--- src/rtl/spi_pkg.sv ---
// Shared SPI definitions used by both the master and the peripheral endpoint.
package spi_pkg;

  // Frame length and synchronizer depth shared with the master side.
  localparam int SPI_DATA_WIDTH  = 8;
  localparam int SPI_SYNC_STAGES = 2;

  // Frame state of the peripheral: deselected or inside a chip-select window.
  typedef enum logic {
    ST_IDLE   = 1'b0,
    ST_ACTIVE = 1'b1
  } spi_state_e;

  // Rising-edge pulse from the current and previous level of a synchronized signal.
  function automatic logic edge_rise(input logic level, input logic hist);
    return level & ~hist;
  endfunction

  // Falling-edge pulse from the current and previous level of a synchronized signal.
  function automatic logic edge_fall(input logic level, input logic hist);
    return ~level & hist;
  endfunction

endpackage

--- src/rtl/spi_sync_edge.sv ---
// N-stage synchronizer for one asynchronous pin, with one history flop
// producing single-cycle rise and fall pulses in the local clock domain.
module spi_sync_edge
  import spi_pkg::*;
#(
  parameter int   STAGES    = 2,
  parameter logic RESET_VAL = 1'b0
) (
  input  logic clk_i,
  input  logic reset_i,
  input  logic async_i,
  output logic level_o,
  output logic rise_o,
  output logic fall_o
);

  logic [STAGES-1:0] sync_q;
  logic              hist_q;

  // Shift the pin through the synchronizer chain and remember the previous output.
  always_ff @(posedge clk_i or posedge reset_i) begin
    if (reset_i) begin
      sync_q <= {STAGES{RESET_VAL}};
      hist_q <= RESET_VAL;
    end else begin
      sync_q <= {sync_q[STAGES-2:0], async_i};
      hist_q <= sync_q[STAGES-1];
    end
  end

  assign level_o = sync_q[STAGES-1];
  assign rise_o  = edge_rise(sync_q[STAGES-1], hist_q);
  assign fall_o  = edge_fall(sync_q[STAGES-1], hist_q);

endmodule

--- src/rtl/spi_slave.sv ---
// Mode-0, MSB-first SPI peripheral. Oversamples sclk/chip_select/mosi in the
// local clock domain, assembles received frames into rx_data and serves miso
// from a single-entry transmit buffer.
module spi_slave
  import spi_pkg::*;
#(
  parameter int DATA_WIDTH  = SPI_DATA_WIDTH,
  parameter int SYNC_STAGES = SPI_SYNC_STAGES
) (
  input  logic                  clk,
  input  logic                  reset,
  input  logic                  sclk,
  input  logic                  chip_select,
  input  logic                  mosi,
  output logic                  miso,
  input  logic [DATA_WIDTH-1:0] tx_data,
  input  logic                  tx_load,
  output logic                  tx_ready,
  output logic [DATA_WIDTH-1:0] rx_data,
  output logic                  rx_valid,
  output logic                  busy,
  output logic                  tx_underrun
);

  localparam int                CNT_W    = (DATA_WIDTH > 1) ? $clog2(DATA_WIDTH) : 1;
  localparam logic [CNT_W-1:0]  CNT_LAST = CNT_W'(DATA_WIDTH - 1);
  localparam logic [CNT_W-1:0]  CNT_ONE  = CNT_W'(1);

  // Synchronized pin views.
  logic sclk_level_unused_s, sclk_rise_s, sclk_fall_s;
  logic cs_level_s, cs_rise_s, cs_fall_s;
  logic mosi_s, mosi_rise_unused_s, mosi_fall_unused_s;

  // State registers and their next-state values.
  spi_state_e            state_q, state_d;
  logic [DATA_WIDTH-1:0] tx_shift_q, tx_shift_d;
  logic [DATA_WIDTH-1:0] tx_buf_q, tx_buf_d;
  logic                  tx_ready_q, tx_ready_d;
  logic                  underrun_q, underrun_d;
  logic [DATA_WIDTH-1:0] rx_shift_q, rx_shift_d;
  logic [DATA_WIDTH-1:0] rx_data_q, rx_data_d;
  logic                  rx_valid_q, rx_valid_d;
  logic [CNT_W-1:0]      cnt_q, cnt_d;
  logic                  reload_q, reload_d;
  logic                  miso_q, miso_d;
  logic                  busy_q, busy_d;

  // Decoded events for the current cycle.
  logic load_accept_s;
  logic frame_begin_s;
  logic frame_end_s;
  logic reload_s;
  logic byte_start_s;
  logic bit_rise_s;
  logic shift_fall_s;

  spi_sync_edge #(.STAGES(SYNC_STAGES), .RESET_VAL(1'b0)) u_sync_sclk (
    .clk_i   (clk),
    .reset_i (reset),
    .async_i (sclk),
    .level_o (sclk_level_unused_s),
    .rise_o  (sclk_rise_s),
    .fall_o  (sclk_fall_s)
  );

  spi_sync_edge #(.STAGES(SYNC_STAGES), .RESET_VAL(1'b1)) u_sync_cs (
    .clk_i   (clk),
    .reset_i (reset),
    .async_i (chip_select),
    .level_o (cs_level_s),
    .rise_o  (cs_rise_s),
    .fall_o  (cs_fall_s)
  );

  spi_sync_edge #(.STAGES(SYNC_STAGES), .RESET_VAL(1'b0)) u_sync_mosi (
    .clk_i   (clk),
    .reset_i (reset),
    .async_i (mosi),
    .level_o (mosi_s),
    .rise_o  (mosi_rise_unused_s),
    .fall_o  (mosi_fall_unused_s)
  );

  // Decode frame and bit events; a chip_select rise overrides any sclk edge in the same cycle.
  always_comb begin
    load_accept_s = tx_load & tx_ready_q;
    frame_begin_s = (state_q == ST_IDLE) & cs_fall_s;
    frame_end_s   = (state_q == ST_ACTIVE) & cs_rise_s;
    reload_s      = (state_q == ST_ACTIVE) & ~cs_rise_s & reload_q & sclk_fall_s;
    byte_start_s  = frame_begin_s | reload_s;
    bit_rise_s    = (state_q == ST_ACTIVE) & ~cs_rise_s & sclk_rise_s;
    shift_fall_s  = (state_q == ST_ACTIVE) & ~cs_rise_s & ~reload_q & sclk_fall_s;
  end

  // Frame state transitions.
  always_comb begin
    state_d = state_q;
    case (state_q)
      ST_IDLE: begin
        if (cs_fall_s) begin
          state_d = ST_ACTIVE;
        end else begin
          state_d = ST_IDLE;
        end
      end
      ST_ACTIVE: begin
        if (cs_rise_s) begin
          state_d = ST_IDLE;
        end else begin
          state_d = ST_ACTIVE;
        end
      end
      default: state_d = ST_IDLE;
    endcase
  end

  // Transmit buffer, handshake and underrun flag; an accepted load always wins over setting underrun.
  always_comb begin
    tx_buf_d   = tx_buf_q;
    tx_ready_d = tx_ready_q;
    underrun_d = underrun_q;
    if (load_accept_s) begin
      tx_buf_d   = tx_data;
      tx_ready_d = 1'b0;
      underrun_d = 1'b0;
    end else if (byte_start_s) begin
      if (tx_ready_q) begin
        underrun_d = 1'b1;
      end else begin
        tx_ready_d = 1'b1;
      end
    end else begin
      tx_buf_d = tx_buf_q;
    end
  end

  // Transmit shift register: load at byte start, shift on sclk falls, clear on frame end.
  always_comb begin
    tx_shift_d = tx_shift_q;
    if (frame_end_s) begin
      tx_shift_d = '0;
    end else if (byte_start_s) begin
      if (tx_ready_q) begin
        tx_shift_d = '0;
      end else begin
        tx_shift_d = tx_buf_q;
      end
    end else if (shift_fall_s) begin
      tx_shift_d = {tx_shift_q[DATA_WIDTH-2:0], 1'b0};
    end else begin
      tx_shift_d = tx_shift_q;
    end
    if (state_d == ST_ACTIVE) begin
      miso_d = tx_shift_d[DATA_WIDTH-1];
    end else begin
      miso_d = 1'b0;
    end
  end

  // Receive path: sample mosi on sclk rises, publish a full frame, discard partial frames.
  always_comb begin
    rx_shift_d = rx_shift_q;
    rx_data_d  = rx_data_q;
    rx_valid_d = 1'b0;
    cnt_d      = cnt_q;
    reload_d   = reload_q;
    if (frame_end_s || frame_begin_s) begin
      rx_shift_d = '0;
      cnt_d      = '0;
      reload_d   = 1'b0;
    end else if (bit_rise_s) begin
      rx_shift_d = {rx_shift_q[DATA_WIDTH-2:0], mosi_s};
      if (cnt_q == CNT_LAST) begin
        rx_data_d  = {rx_shift_q[DATA_WIDTH-2:0], mosi_s};
        rx_valid_d = 1'b1;
        cnt_d      = '0;
        reload_d   = 1'b1;
      end else begin
        cnt_d = cnt_q + CNT_ONE;
      end
    end else if (reload_s) begin
      reload_d = 1'b0;
    end else begin
      reload_d = reload_q;
    end
    busy_d = ~cs_level_s;
  end

  // Register frame state, datapath and all outputs.
  always_ff @(posedge clk or posedge reset) begin
    if (reset) begin
      state_q    <= ST_IDLE;
      tx_shift_q <= '0;
      tx_buf_q   <= '0;
      tx_ready_q <= 1'b1;
      underrun_q <= 1'b0;
      rx_shift_q <= '0;
      rx_data_q  <= '0;
      rx_valid_q <= 1'b0;
      cnt_q      <= '0;
      reload_q   <= 1'b0;
      miso_q     <= 1'b0;
      busy_q     <= 1'b0;
    end else begin
      state_q    <= state_d;
      tx_shift_q <= tx_shift_d;
      tx_buf_q   <= tx_buf_d;
      tx_ready_q <= tx_ready_d;
      underrun_q <= underrun_d;
      rx_shift_q <= rx_shift_d;
      rx_data_q  <= rx_data_d;
      rx_valid_q <= rx_valid_d;
      cnt_q      <= cnt_d;
      reload_q   <= reload_d;
      miso_q     <= miso_d;
      busy_q     <= busy_d;
    end
  end

  assign miso        = miso_q;
  assign tx_ready    = tx_ready_q;
  assign rx_data     = rx_data_q;
  assign rx_valid    = rx_valid_q;
  assign busy        = busy_q;
  assign tx_underrun = underrun_q;

endmodule

--- config.mk ---
export PLATFORM = sky130hd
export DESIGN_NAME = spi_slave
export DESIGN_NICKNAME = d
export VERILOG_FILES = /design/src/rtl/spi_pkg.sv /design/src/rtl/spi_sync_edge.sv /design/src/rtl/spi_slave.sv
export SDC_FILE = /design/constraint.sdc
export NUM_CORES = 1
export LEC_CHECK = 0
export CAP_MARGIN = 30
export CORE_MARGIN = 5
export CORE_UTILIZATION = 50
export CTS_BUF_LIST = sky130_fd_sc_hd__clkbuf_8
export CTS_CLUSTER_DIAMETER = 100
export CTS_CLUSTER_SIZE = 25
export DETAILED_ROUTE_END_ITERATION = 8
export PLACE_DENSITY_LB_ADDON = 0.3
export SLEW_MARGIN = 10
export SYNTH_ARGS = -nofsm -noshare
export SYNTH_HDL_FRONTEND = slang
export SYNTH_SLANG_ARGS = --single-unit
--- constraint.sdc ---
create_clock -name clk -period 1.5 [get_ports clk]
set_clock_uncertainty 0.05 [all_clocks]
set_input_delay 0.375 -clock clk [delete_from_list [all_inputs] [get_ports clk]]
set_output_delay 0.375 -clock clk [all_outputs]
set_load 0.05 [all_outputs]
Word-level counts from Yosys, hierarchy flattened

Cells that the tools add are included.

Bits in registers: 49
Latch bits: 0
RAM bits: 0
Memory bits (read-only): 0
Output and inout port bits: 13
Word-level logic and storage cells: 77
Memories kept: 0

Add/sub/neg operators: 1
$mul: 0
Divide/modulo/power cells: 0
Magnitude comparators: 0
Equality and inequality tests: 2
Shift-type cells: 0
Mux-type cells: 25
Bitwise operators: 22
Reduce and logical (&&, ||, !) cells: 9

Operators with widths:

| operator              | count |
|---|---|
| $mux W8               | 4 |
| $mux W1               | 15 |
| $mux W7               | 2 |
| $and A1 B1 Y1         | 13 |
| $mux W3               | 3 |
| $not A1 Y1            | 8 |
| $reduce_bool A2 Y1    | 3 |
| $reduce_bool A3 Y1    | 2 |
| $reduce_and A2 Y1     | 2 |
| $add A3 B1 Y3 const B | 1 |
| $eq A3 B3 Y1 const B  | 1 |
| $ne A3 B1 Y1 const B  | 1 |
| $reduce_and A3 Y1     | 1 |
| $pmux W1 S2           | 1 |
| $logic_or A1 B1 Y1    | 1 |
| $or A1 B1 Y1          | 1 |

Logic depth before layout (Yosys ltp)

Depth in word-level cells: 10
Gate-level depth with buffers: 4
Gate-level depth less buffers: 4

Modules after synthesis

Synthesis repeated with hierarchy kept, for this count alone.

Cell total of the unflattened synthesis: 136
Area, all modules: 2001.9 um^2

Modules (own cells, without submodules):

| module                           | instances | cells each | area each (um^2) |
|---|---|---|---|
| spi_slave                        | 1         | 118        | 1716.6 |
| spi_sync_edge at u_sync_mosi ... | 2         | 6          | 93.8 |
| spi_sync_edge at u_sync_cs       | 1         | 6          | 97.6 |

Least setup slack after synthesis

OpenSTA, ideal clock, no wires.

Kind: register to register
Start: reg tx_ready_q, in the netlist tx_ready
End: reg tx_buf_q[0]
Setup time: 0.125 ns
Data arrival time: 1.404 ns
Data required time: 1.325 ns
Path slack: -0.079 ns
Cell stages (with the launch flop): 4
Path through: dfstp_2 buf_2 nand2_1 mux2_2

Longest elaborated chain between the ends: 1

Ends and longest elaborated chain:

| element                | line             | RTL |
|---|---|---|
| from (decl)            | spi_slave.sv:38  | `logic tx_ready_q, tx_ready_d;` |
| from (signal assigned) | spi_slave.sv:208 | `tx_ready_q <= tx_ready_d;` |
| $and A1 B1 Y1          | spi_slave.sv:86  | `load_accept_s = tx_load & tx_ready_q;` |
| to (signal assigned)   | spi_slave.sv:207 | `tx_buf_q <= tx_buf_d;` |
| to (decl)              | spi_slave.sv:37  | `logic [DATA_WIDTH-1:0] tx_buf_q, tx_buf_d;` |

Every way passes these cells.
A chain may end at the register's enable or synchronous reset.

Worst setup path after layout

Start: reg u_sync_cs.hist_q
End: reg rx_data_q[2], in the netlist rx_data[2]

Longest elaborated chain between the ends: 6

Ends and longest elaborated chain:

| element                                             | line                              | RTL |
|---|---|---|
| from (decl)                                         | spi_sync_edge.sv:18               | `logic hist_q;` |
| from (signal assigned)                              | spi_sync_edge.sv:27               | `hist_q <= sync_q[STAGES-1];` |
| $not A1 Y1                                          | spi_pkg.sv:16                     | `return level & ~hist;` |
| $and A1 B1 Y1                                       | spi_pkg.sv:16                     |  |
| $not A1 Y1 or $and A1 B1 Y1 (tied branches)         | spi_slave.sv:91, spi_slave.sv:88  |  |
| $and A1 B1 Y1 or $logic_or A1 B1 Y1 (tied branches) | spi_slave.sv:91, spi_slave.sv:167 |  |
| $and A1 B1 Y1 or $not A1 Y1 (tied branches)         | --                                |  |
| $reduce_and A3 Y1 (no source line) (*)              | --                                |  |
| to (signal assigned)                                | spi_slave.sv:211                  | `rx_data_q <= rx_data_d;` |
| to (decl)                                           | spi_slave.sv:41                   | `logic [DATA_WIDTH-1:0] rx_data_q, rx_data_d;` |

Every way passes the cells marked *; elsewhere a longest branch is shown, timed or not.

==> results.toml <==
[clock_tree]
h-tree-depth = 2
cts-buffers-inserted = 5
clockRootBuffer = "clkbuf_8"
clk_latency_ns = 0.32
clk_pin_slew_ns = 0.09
clk_path_buf_depth = 2
ctsHoldBuffers = 0
cts_sinks = 49
cts_tree = "built"

[setup_path]
r2r_setup_slack_ns = -0.20
critical_path_class = "reg -> reg"
critical-path-top-delay-family = "flip-flops"
slowest_delay_ns = 0.55
crit_start = "u_sync_cs.hist_q$_DFF_PP1_"
start_kind = "flop"
worstPathCellList = "and2b_4, nor3b_4, buf_4, nand2_4, mux2_4"
path_max_fanout = 6
critPathRequiredTime_ns = 1.65
r2r_start = "u_sync_cs.hist_q$_DFF_PP1_"
critPathCaptureType = "flop"
critical-path-slowest-cell = "dfstp_2"
cp_num_buf_inv = 1
worstPathArrival_ns = 1.86

[synth]
dominantRegCellSynth = "dfrtp_1"
synth_edf_count = 0
ys_seq_area_share_pct = 65.0
yosysUniqueCellTypes = 30
syn_nets = 148
ys_warn_count = 0
yosysTopAreaCell = "dfrtp_1"
synthTopCellsByCount = "45 x dfrtp_1, 16 x mux2_2, 9 x a22o_1"
synthTopCellsByArea = "dfrtp_1 59%, mux2_2 9.5%, dfstp_2 5.6%, a22o_1 4.2%, a221o_1 3.2%"
ys_seq_elements = 49
netlist_area_mm2 = 0.00189
syn_area_per_cell_um2 = 14.3
synth_most_common_cell = "dfrtp_1"
synth_top_cell_area_share_pct = 59.5
synthCells = 132
synthArstFlopShare_pct = 100

[die]
initial_core_util_pct = 51.7
core_area_mm2 = 0.00366
die_h_um = 71.5
ioPinCount = 27
rows = 22
die-area_mm2 = 0.00512
die_w_um = 71.5

[route]
drt-initial-drc-count = 64
num_vias = 1359
vias_per_cell = 5.78
drc_errors = 0
routed_wl_mm = 4.77
wire_per_inst_um = 20.3
first_pass_iters = 4
ant_nets = 0

[worst_hold_path]
hold_class = "reg -> reg"
hold_start = "u_sync_mosi.sync_q[0]$_DFF_PP0_"

[layout]
syn2layout_area_growth_pct = 51.0
layout.nets = 202
n_antenna_cell = 0
finalCoreUtilization_pct = 78.1
stdcell_count = 235
drive_gt1_share_pct = 47.6

[sta]
hold_viol_final = 0
timing.hold.ws_ns = 0.307
post-route-period-util_pct = 114
setup_tns_ns = -3.26
setup_viol = 30
maxSlewHeadroom_pct = 68.7
period_minus_slack_ns = 1.70
maxSlewViolCount = 0
fin_ws_ns = -0.203
tightest_slew_ns = 0.467
fmax_mhz = 587
rsz0062_at_grt = "true"

[pwr]
peakVddDrop_mv = 1.07
internal-power_mw = 2.82
clkPwrFrac_pct = 28.7
p_seq_share_pct = 45.0
power.leakage_nw = 1.32
p_switching_mw = 1.13
power_mw = 3.95
sw_frac_of_total_pct = 28.6
powerDensity_mw_per_mm2 = 1380
combPwrFrac_pct = 26.3

[run_status]
failed_checks = "setup timing"
status = "finished with violations"

[place]
hpwl_mm = 2.75
place_congestion = 0.824
place_inst = 218
port_buffers = 26

[job]
maxCapViolations = 0

[grt]
grt_pass1_wl_mm = 7.55
overflow = 0
grt_use_total_pct = 19.6
grt_pass1_vias = 1471
grt_max_degree = 17
grt_antenna_before_repair = 0
## metrics by stage
step	area [µm²]	worst slack, ns
final	2860	-0.203
after global routing	2860	-0.257
after CTS	2730	-0.131
after detailed placement	2470	-0.270
after global placement	2470	-0.161
after floorplan	1910	-0.00245
## per-layer routing
metal / GRT usage, % / part of all wire [%] / vias to the layer above
met3: 5.75 / 5.2 / 14
met5: 0 / 0 / -
met4: 10.6 / 2.9 / 0
met1: 24.8 / 40 / 703
met2: 30.4 / 52 / 50
li1: - / - / 592
## logic make-up (layout without fill, tap and decap cells)
| kind of cell | after synthesis | in the layout | synth area share (%) |
|---|---|---|---|
| AOI/OAI and AO/OA | 26 | 26 | 12.3 |
| adders and majority gates | 2 | 2 | 1.32 |
| buffers and inverters | 8 | 62 | 1.78 |
| DFF | 49 | 49 | 65.0 |
| muxes | 16 | 16 | 9.52 |
| and+or+nand+nor | 31 | 32 | 10.0 |
## power by group through the flow
stage	Combinational [mW]	Sequential, mW	Clock, mW
final	1.04	1.78	1.13
after global routing	1.11	1.81	1.20
after floorplan	0.430	1.81	0
after detailed placement	0.786	1.80	0
after CTS	0.920	1.76	1.13
after global placement	0.745	1.78	0
## flip-flops by register name (all words and copies together) (netlist names)
signal              count
tx_underrun             1
tx_shift_q              8
reload_q                1
u_sync_mosi.sync_q      2
u_sync_cs.sync_q        2
u_sync_cs.hist_q        1
busy                    1
tx_ready                1
rx_data                 8
rx_valid                1
miso                    1
tx_buf_q                8
cnt_q                   3
u_sync_sclk.sync_q      2
u_sync_sclk.hist_q      1
rx_shift_q              7
state_q                 1
## cells in the final DEF, fill, tap and decap left out, drive strengths merged, types with 2 or more instances in the layout
master / n
nand2b: 3
buf: 36
clkbuf: 5
dfrtp: 45
clkdlybuf4s50: 13
ha: 2
dfstp: 4
a22o: 9
nor2: 5
nor3b: 9
nand2: 8
a21oi: 2
inv: 5
mux2: 16
a221o: 6
bufinv: 2
nor3: 3
## area by class of cell
class / instances / area (µm²)
timing repair buffer: 49 / 632
sequential: 49 / 1230
inverter: 5 / 22.5
clock buffer: 5 / 68.8
multi-input combinational: 76 / 776
tap: 48 / 60.1
fill: 192 / 802
clock inverter: 3 / 68.8
## what timing repair did
action	4_1_cts	5_1_grt
gates cloned	1	1
setup endpoints to repair	29	31
pin swaps	14	6
buffers inserted	4	4
endpoints found under the hold margin	0	0
gates resized for setup	12	18
## final timing paths
kind                                                   endpoint  depth (start not counted)
max in group asynchronous                  cnt_q[0]$_DFFE_PP0P_                          3
worst min-delay path            u_sync_mosi.sync_q[1]$_DFF_PP0_                          0
worst max-delay path                     rx_data[2]$_DFFE_PP0P_                          5
min in group asynchronous             tx_shift_q[4]$_DFFE_PP0P_                          2
worst max register to register           rx_data[2]$_DFFE_PP0P_                          5
worst min register to register  u_sync_mosi.sync_q[1]$_DFF_PP0_                          0
Note: power is estimated with default switching activity, not from simulation.
